[src/rtl/wrr_pkg.sv]
// Shared types and helpers for the weighted round-robin arbiter.
package wrr_pkg;

  // Arbiter control state.
  typedef enum logic {
    IDLE  = 1'b0,
    GRANT = 1'b1
  } wrr_state_e;

  // Ceiling log2, used to size encoded requester indices.
  function automatic int clog2(input int v);
    int r;
    r = 0;
    while ((1 << r) < v) r = r + 1;
    return r;
  endfunction

endpackage

[src/rtl/wrr_arbiter_rr_pick.sv]
// Rotating priority encoder: first set bit of req at or above start, wrapping.
module rr_pick
  import wrr_pkg::*;
#(
  parameter int N   = 4,
  parameter int IDW = clog2(N)
) (
  input  logic [N-1:0]   req,
  input  logic [IDW-1:0] start,
  output logic           found,
  output logic [IDW-1:0] idx,
  output logic [N-1:0]   onehot
);

  logic [2*N-1:0] dbl;
  logic [2*N-1:0] masked;

  // Duplicate the request vector and mask off bits below start, so a plain
  // low-to-high priority scan over 2N bits implements the wrap-around.
  always_comb begin
    dbl    = {req, req};
    masked = '0;
    for (int i = 0; i < 2 * N; i++) begin
      masked[i] = dbl[i] && (i >= int'(start));
    end
  end

  // First set bit of the masked vector, folded back into 0..N-1.
  always_comb begin
    found  = 1'b0;
    idx    = '0;
    onehot = '0;
    for (int j = 0; j < 2 * N; j++) begin
      if (masked[j] && !found) begin
        found          = 1'b1;
        idx            = IDW'(j % N);
        onehot         = '0;
        onehot[j % N]  = 1'b1;
      end
    end
  end

endmodule

[src/rtl/wrr_arbiter.sv]
// Weighted round-robin arbiter with registered one-hot grant.
//
//   state | meaning
//   ------+---------------------------------------------------------------
//   IDLE  | no grant outstanding; next request picked starting at ptr
//   GRANT | holder gnt_id owns the resource; credit = extra cycles left
module wrr_arbiter
  import wrr_pkg::*;
#(
  parameter int N   = 4,
  parameter int WW  = 3,
  parameter int IDW = clog2(N)
) (
  input  logic              clk,
  input  logic              rst,
  input  logic [N-1:0]      req,
  input  logic [N*WW-1:0]   weight,
  output logic [N-1:0]      granto,
  output logic [IDW-1:0]    gnt_id,
  output logic              gnt_valid
);

  wrr_state_e     state;
  logic [IDW-1:0] ptr;
  logic [WW-1:0]  credit;

  logic [IDW-1:0] nxt_id;
  logic [IDW-1:0] pick_start;
  logic           pick_found;
  logic [IDW-1:0] pick_idx;
  logic [N-1:0]   pick_onehot;
  logic [WW-1:0]  win_field;
  logic [WW-1:0]  win_credit;

  // Rotation start: after the holder when rotating, else the stored pointer.
  always_comb begin
    nxt_id     = (gnt_id == IDW'(N - 1)) ? '0 : gnt_id + 1'b1;
    pick_start = (state == GRANT) ? nxt_id : ptr;
  end

  rr_pick #(
    .N   (N),
    .IDW (IDW)
  ) u_pick (
    .req    (req),
    .start  (pick_start),
    .found  (pick_found),
    .idx    (pick_idx),
    .onehot (pick_onehot)
  );

  // Credit loaded for the winner: effective weight minus the granting cycle,
  // with a zero weight behaving as one.
  always_comb begin
    win_field  = weight[pick_idx*WW +: WW];
    win_credit = (win_field == '0) ? '0 : win_field - 1'b1;
  end

  // Grant FSM with registered outputs.
  always_ff @(posedge clk) begin
    if (rst) begin
      state     <= IDLE;
      granto    <= '0;
      gnt_id    <= '0;
      gnt_valid <= 1'b0;
      ptr       <= '0;
      credit    <= '0;
    end else begin
      case (state)
        IDLE: begin
          if (pick_found) begin
            state     <= GRANT;
            granto    <= pick_onehot;
            gnt_id    <= pick_idx;
            gnt_valid <= 1'b1;
            credit    <= win_credit;
          end
        end
        GRANT: begin
          if (req[gnt_id] && (credit != '0)) begin
            credit <= credit - 1'b1;
          end else begin
            ptr <= nxt_id;
            if (pick_found) begin
              granto    <= pick_onehot;
              gnt_id    <= pick_idx;
              gnt_valid <= 1'b1;
              credit    <= win_credit;
            end else begin
              state     <= IDLE;
              granto    <= '0;
              gnt_id    <= '0;
              gnt_valid <= 1'b0;
              credit    <= '0;
            end
          end
        end
        default: begin
          state     <= IDLE;
          granto    <= '0;
          gnt_id    <= '0;
          gnt_valid <= 1'b0;
          credit    <= '0;
        end
      endcase
    end
  end

endmodule

[config.mk]
export PLATFORM = sky130hd
export DESIGN_NAME = wrr_arbiter
export DESIGN_NICKNAME = d
export VERILOG_FILES = /design/src/rtl/wrr_pkg.sv /design/src/rtl/wrr_arbiter_rr_pick.sv /design/src/rtl/wrr_arbiter.sv
export SDC_FILE = /design/constraint.sdc
export NUM_CORES = 1
export LEC_CHECK = 0
export ABC_AREA = 1
export CAP_MARGIN = 20
export CORE_MARGIN = 1
export CORE_UTILIZATION = 25
export DETAILED_ROUTE_END_ITERATION = 10
export PLACE_DENSITY = 0.47
export SKIP_CTS_REPAIR_TIMING = 1
export SYNTH_ARGS = -nofsm -noshare
export SYNTH_HDL_FRONTEND = slang
export SYNTH_SLANG_ARGS = --single-unit
[constraint.sdc]
create_clock -name clk -period 3.6 [get_ports clk]
set_input_delay 1.08 -clock clk [delete_from_list [all_inputs] [get_ports clk]]
set_output_delay 1.08 -clock clk [all_outputs]
set_load 0.005 [all_outputs]
======== After elaboration in Yosys (flattened, before gate mapping) ========
Cells that the tools add are included.
storage, ports and cells
  logic and storage cells ................. 88
  bits of input ports ..................... 18
  output and inout bits ................... 7
  bits in registers ....................... 13
operators by class
  equal/unequal tests ..................... 3
  add/subtract/negate cells ............... 3
  bitwise logic cells ..................... 2
  muxes and demuxes ....................... 46
  shifts and indexed selects .............. 1
  reductions and logical operators ........ 22
  multipliers ............................. 1
  order comparisons ....................... 4
operator list
  cell                                                              count
  2-to-1 mux 4 bit                                                  10
  2-to-1 mux 2 bit                                                  11
  2-to-1 mux 1 bit                                                  15
  2-to-1 mux 3 bit                                                  4
  indexed part select 12 x 5 -> 3 bit                               1
  logical AND 1 bit                                                 11
  case mux 4 bit (2 select lines)                                   1
  logical NOT 1 bit                                                 7
  case mux 3 bit (2 select lines)                                   1
  subtractor 3 x 1 -> 3 bit, second input constant                  2
  greater-or-equal comparator 1 x 2 -> 1 bit, first input constant  2
  multiplier 2 x 2 -> 4 bit, second input constant                  1
  inequality test 2 bit, second input constant                      2
  case mux 1 bit (2 select lines)                                   2
  case mux 2 bit (2 select lines)                                   1
  AND reduction 2 bit                                               2
  logical NOT 3 bit                                                 1
  less-than comparator 2 x 3 -> 1 bit, second input constant        1
  nonzero test 3 bit                                                1
  adder 2 x 1 -> 2 bit, second input constant                       1
  binary-select mux 1 bit (select 2 bit)                            1
  equality test 2 bit, second input constant                        1
  greater-or-equal comparator 2 bit, first input constant           1
  inverter 1 bit                                                    2

======== Depth between registers and ports, before layout ========
  word-level depth ........................ 34
  gate-level depth with buffers ........... 20
  mapped depth without buffers ............ 20

======== By module ========
Synthesis repeated with hierarchy kept, for this count alone.
unflattened totals
  cells, all modules ...................... 158
  area, all modules ....................... 959.7 um2
by module, submodules not included
  module       cells an instance  times used  seq. area each (um2)  area each (um2)
  wrr_arbiter  129                1           260.2                 815.8
  rr_pick      29                 1           0.0                   143.9

======== Least setup slack after synthesis ========
OpenSTA, ideal clock, no wires.
  path kind ............................... in2reg
  start ................................... input req[0]
  end ..................................... register credit[2]
  buffers on the path ..................... 0
  slack ................................... 1094 ps
  library setup time ...................... 109 ps
  arrival ................................. 2397 ps
  cell stages on the path ................. 16
  cell sequence ........................... nand3_1 -> nand3_1 -> nor2_2 -> nor2_4 -> nand2_4 -> nand2_1 -> nand3_1 -> nand2_2 -> clkinv_2 -> nor2_1 -> inv_1 -> ha_1 -> nand2_1 -> o221ai_1 -> nand2_1 -> inv_1
on the way
  longest elaborated chain between the ends .. 30
RTL lines
  what                                                            line                       RTL
  start, declared                                                 wrr_arbiter.sv:16          input logic [N-1:0] req,
  logical AND 1 bit                                               wrr_arbiter_rr_pick.sv:24  masked[i] = dbl[i] && (i >= int'(start));
  2-to-1 mux 1 bit                                                wrr_arbiter_rr_pick.sv:34  if (masked[j] && !found) begin
  logical NOT 1 bit                                               wrr_arbiter_rr_pick.sv:34
  logical AND 1 bit                                               wrr_arbiter_rr_pick.sv:34
  2-to-1 mux 1 bit                                                wrr_arbiter_rr_pick.sv:34
  logical NOT 1 bit                                               wrr_arbiter_rr_pick.sv:34
  logical AND 1 bit                                               wrr_arbiter_rr_pick.sv:34
  2-to-1 mux 1 bit                                                wrr_arbiter_rr_pick.sv:34
  [14 not listed]                                                 -
  2-to-1 mux 2 bit                                                wrr_arbiter_rr_pick.sv:34
  multiplier 2 x 2 -> 4 bit                                       wrr_arbiter.sv:55          win_field = weight[pick_idx*WW +: WW];
  indexed part select 12 x 5 -> 3 bit                             wrr_arbiter.sv:55
  subtractor 3 x 1 -> 3 bit or logical NOT 3 bit (tied branches)  wrr_arbiter.sv:56          win_credit = (win_field == '0) ? '0 : win_field - 1'b1;
  2-to-1 mux 3 bit                                                wrr_arbiter.sv:56
  2-to-1 mux 3 bit                                                wrr_arbiter.sv:84          if (pick_found) begin
  2-to-1 mux 3 bit                                                wrr_arbiter.sv:80          if (req[gnt_id] && (credit != '0)) begin
  case mux 3 bit (2 select lines)                                 wrr_arbiter.sv:69          case (state)
  end signal, assigned                                            wrr_arbiter.sv:76          credit <= win_credit;
  end signal, assigned                                            wrr_arbiter.sv:81          credit <= credit - 1'b1;
  end signal, assigned                                            wrr_arbiter.sv:88          credit <= win_credit;
  end, declared                                                   wrr_arbiter.sv:25          logic [WW-1:0] credit;
Several ways; a longest one is shown, not always the timed one. The select of a mux whose other input is x is not followed.
A chain may end at the register's enable or synchronous reset.

======== Worst setup path after layout ========
  start ................................... input req[1]
  end ..................................... register credit[2]
on the way
  longest elaborated chain between the ends .. 28
RTL lines
  what                                                            line
  logical AND 1 bit                                               wrr_arbiter_rr_pick.sv:24
  logical AND 1 bit                                               wrr_arbiter_rr_pick.sv:34
  2-to-1 mux 1 bit                                                wrr_arbiter_rr_pick.sv:34
  logical NOT 1 bit                                               wrr_arbiter_rr_pick.sv:34
  logical AND 1 bit                                               wrr_arbiter_rr_pick.sv:34
  2-to-1 mux 1 bit                                                wrr_arbiter_rr_pick.sv:34
  logical NOT 1 bit                                               wrr_arbiter_rr_pick.sv:34
  logical AND 1 bit                                               wrr_arbiter_rr_pick.sv:34
  [12 not listed]                                                 -
  2-to-1 mux 2 bit                                                wrr_arbiter_rr_pick.sv:34
  multiplier 2 x 2 -> 4 bit                                       wrr_arbiter.sv:55
  indexed part select 12 x 5 -> 3 bit                             wrr_arbiter.sv:55
  subtractor 3 x 1 -> 3 bit or logical NOT 3 bit (tied branches)  wrr_arbiter.sv:56
  2-to-1 mux 3 bit                                                wrr_arbiter.sv:56
  2-to-1 mux 3 bit                                                wrr_arbiter.sv:84
  2-to-1 mux 3 bit                                                wrr_arbiter.sv:80
  case mux 3 bit (2 select lines)                                 wrr_arbiter.sv:69
Several ways; a longest one is shown, not always the timed one. The select of a mux whose other input is x is not followed.

==> Flow_metrics.wiki <==
{| class="wikitable"
! Metric !! Value
|-
| CTS tree || built
|-
| Final HPWL from detailed placement || 2180 um
|-
| Sequential Area || 260 um2
|-
| Pin count of the biggest net entering global routing || 12
|-
| Final Slew Violations || 0
|-
| Required @ worst endpoint || 3.74 ns
|-
| RSZ-0062 raised after global routing || no
|-
| Number of max-capacitance violations reported || 0
|-
| Headroom to the max-slew limit || 65.9%
|-
| Buf/Inv on CP || 4
|-
| # diodes || 0
|-
| Average cell area after synthesis || 6.25 um2
|-
| Post-Syn Instances || 156
|-
| Hold crit path type || flip-flop to flip-flop
|-
| 1st-pass router iterations || 4
|-
| Antenna Violating Nets Remaining || 0
|-
| GRT Total Usage || 14.0%
|-
| Die area || 4150 um2
|-
| Netlist cell types || 24
|-
| Fraction of final layout cells sized beyond drive strength 1 || 10.4%
|-
| Number of CTS-inserted buffers || 3
|-
| DRC violation count after routing || 0
|-
| Wire length of the first global-routing pass || 4490 um
|-
| Kind of cell adding the most delay to the critical path || simple AND/OR/NAND/NOR gates
|-
| Category of the worst setup path capture point || flip-flop
|-
| Flip-flop and latch count after synthesis || 13
|-
| WL/cell || 11.3 um
|-
| Final standard cell area without fillers || 1320 um2
|-
| Clock tree buffer depth || 2
|-
| Leakage component of the power || 0.615 nW
|-
| Drt via density || 4.47
|-
| Slew at the pin with the worst max-slew slack || 0.509 ns
|-
| # fillers || 419
|-
| DR iter-0 viols || 51
|-
| Routed wire length || 2610 um
|-
| Net count, final || 207
|-
| Syn Nets || 179
|-
| Largest cells by area after synthesis || sky130_fd_sc_hd__dfxtp_1, sky130_fd_sc_hd__nand2_1, sky130_fd_sc_hd__inv_1, sky130_fd_sc_hd__nand3_1, sky130_fd_sc_hd__ha_1
|-
| Type of the worst setup path || primary input to flip-flop
|-
| Number of warnings reported in the yosys synthesis log || 0
|-
| Maximum single-stage delay on the critical path || 0.58 ns
|-
| Number of global-route vias before repair || 1004
|-
| Sinks on the clock net || 13
|-
| Timing-limited maximum frequency || 324 MHz
|-
| Outcome || finished clean
|-
| Netlist area before placement || 975 um2
|-
| Global placement routability congestion || 0.857
|-
| Number of setup violations in the final report || 0
|-
| Core ar. || 3690 um2
|-
| Part of the cycle the worst path needs || 85.8%
|-
| Number of H-tree levels || 1
|-
| Worst Setup SP || req[1]
|-
| Placement-stage cell area || 1270 um2
|-
| Setup TNS || 0 ns
|-
| Clock slew at the register clock pins of the worst setup and hold paths || 0.06 ns
|-
| Max VDD drop || 0.188 mV
|-
| Post-synthesis sequential area ratio || 26.7%
|-
| Source of the worst register-to-register timing path || gnt_id[1]
|-
| Antenna violations before repair || 0
|-
| IO Count || 25
|-
| Clock latency on the worst-skew pair || 0.24 ns
|-
| Initial Utilization || 26.4%
|-
| Height of the die || 64.4 um
|-
| Clock root buffer || sky130_fd_sc_hd__clkbuf_8
|-
| Startpoint of the tightest hold check path || gnt_valid
|-
| Synthesis-to-layout area growth || 35.0%
|-
| Critical Path Start Type || primary input
|-
| Overflow left after global routing || 0
|-
| Die Width || 64.4 um
|-
| Number of hold violations in the final report || 0
|-
| Core Rows || 22
|-
| Most used cells in the layout excluding fill and tap cells || sky130_fd_sc_hd__nand2_1, sky130_fd_sc_hd__inv_1, sky130_fd_sc_hd__clkdlybuf4s50_1
|-
| Number of I/O port buffers || 24
|-
| Slowest-stage cell, CP || sky130_fd_sc_hd__clkdlybuf4s50_1
|-
| Most frequent standard cell in the layout excluding fill and tap cells || sky130_fd_sc_hd__nand2_1
|-
| Routed via count || 1032
|-
| Share of Yosys cell area claimed by the top area cell type || 26.7%
|-
| Ordered cell list for the critical path || clkdlybuf4s50_1, nand2_2, nand4_1, nor2_1, a21oi_1, nand3_1, nand2_2, clkinv_2, nor2_1, inv_1, ha_1, nand2_1, o221ai_1, nand2_1, inv_1
|-
| Setup slack of the critical path after layout || 0.513 ns
|-
| Final setup skew || 0.00671 ns
|-
| Maximum net fanout on the critical path || 4
|-
| Worst slack, placed || 0.269 ns
|-
| Minimum clock period || 3.09 ns
|-
| CP Data Arrival Time || 3.23 ns
|-
| Largest area contributor in the synthesized netlist || sky130_fd_sc_hd__dfxtp_1
|-
| Area of the multi-input gates || 599 um2
|-
| Power per unit of standard cell area || 551 nW/um2
|}
metrics by stage:
stage               cells  hold WS (ns)  util [%]  total power, mW
finish                231         0.463      35.7            0.726
global route          231         0.480      35.7            0.796
CTS                   231         0.472      35.7            0.735
detailed placement    227         0.460      34.5            0.596
global placement      227         0.452      34.5            0.593
floorplan             156         0.443         -            0.472
cell type report:
cell class                      count  area share, %
Inverter                           29           8.46
Multi-Input combinational cell    113           45.5
Timing Repair Buffer               24           18.3
Sequential cell                    13           19.8
Clock buffer                        4           3.42
Tap cell                           48           4.56
worst min-delay path, delay by kind of cell (launching register included):
kind            cells  cell delay (ns)
flops               1             0.31
simple gates        1             0.06
compound gates      1             0.05
final timing paths:
kind,to,slack (ns),cells after the start
hold / removal,gnt_valid,0.46,2
setup reg to reg,credit[2],1.03,18
setup / recovery,credit[2],0.51,15
hold reg to reg,gnt_valid,0.46,2
where the power goes:
part           switching, mW  internal, mW
Sequential            0.0234         0.182
Clock                 0.0558        0.0782
Combinational          0.228         0.158
Total                  0.308         0.418
synthesized netlist by cell type:
cell type and count:
sky130_fd_sc_hd__nor2_4 2, sky130_fd_sc_hd__clkinv_2 2, sky130_fd_sc_hd__nand3b_1 1, sky130_fd_sc_hd__inv_1 25, sky130_fd_sc_hd__inv_2 2, sky130_fd_sc_hd__nor2_2 1
sky130_fd_sc_hd__nand3_4 1, sky130_fd_sc_hd__nand2_2 6, sky130_fd_sc_hd__nand3_1 14, sky130_fd_sc_hd__xnor2_1 1, sky130_fd_sc_hd__clkbuf_1 1, sky130_fd_sc_hd__nand2_1 39
sky130_fd_sc_hd__dfxtp_1 13, sky130_fd_sc_hd__o211ai_1 1, sky130_fd_sc_hd__a21oi_1 12, sky130_fd_sc_hd__o21ai_0 8, sky130_fd_sc_hd__o22ai_1 1, sky130_fd_sc_hd__o221ai_1 1
sky130_fd_sc_hd__nor2_1 15, sky130_fd_sc_hd__nand4_1 1, sky130_fd_sc_hd__nand2_4 1, sky130_fd_sc_hd__ha_1 5, sky130_fd_sc_hd__a211oi_1 2, sky130_fd_sc_hd__a21oi_2 1
cells by family after synthesis:
family,count (synthesis),synth area share (%)
XOR/XNOR,1,0.899
flip-flops,13,26.7
AO/OA/AOI/OAI,26,15.0
buffers and inverters,30,11.8
AND/OR/NAND/NOR,81,39.2
adder cells (fa/ha/maj),5,6.42
registers in the layout, indices dropped and copies added, names as in the netlist:
signal	count
credit	3
gnt_id	2
gnt_valid	1
granto	4
ptr	2
state	1
metal layers:
metal	global-route usage (%)	share of wire (%)	vias up
met5	0	0	-
met2	24.3	47	32
met1	16.9	47	450
met3	3.87	5.0	4
li1	-	-	546
met4	3.61	1.5	0
Note: power is estimated with default switching activity, not from simulation.
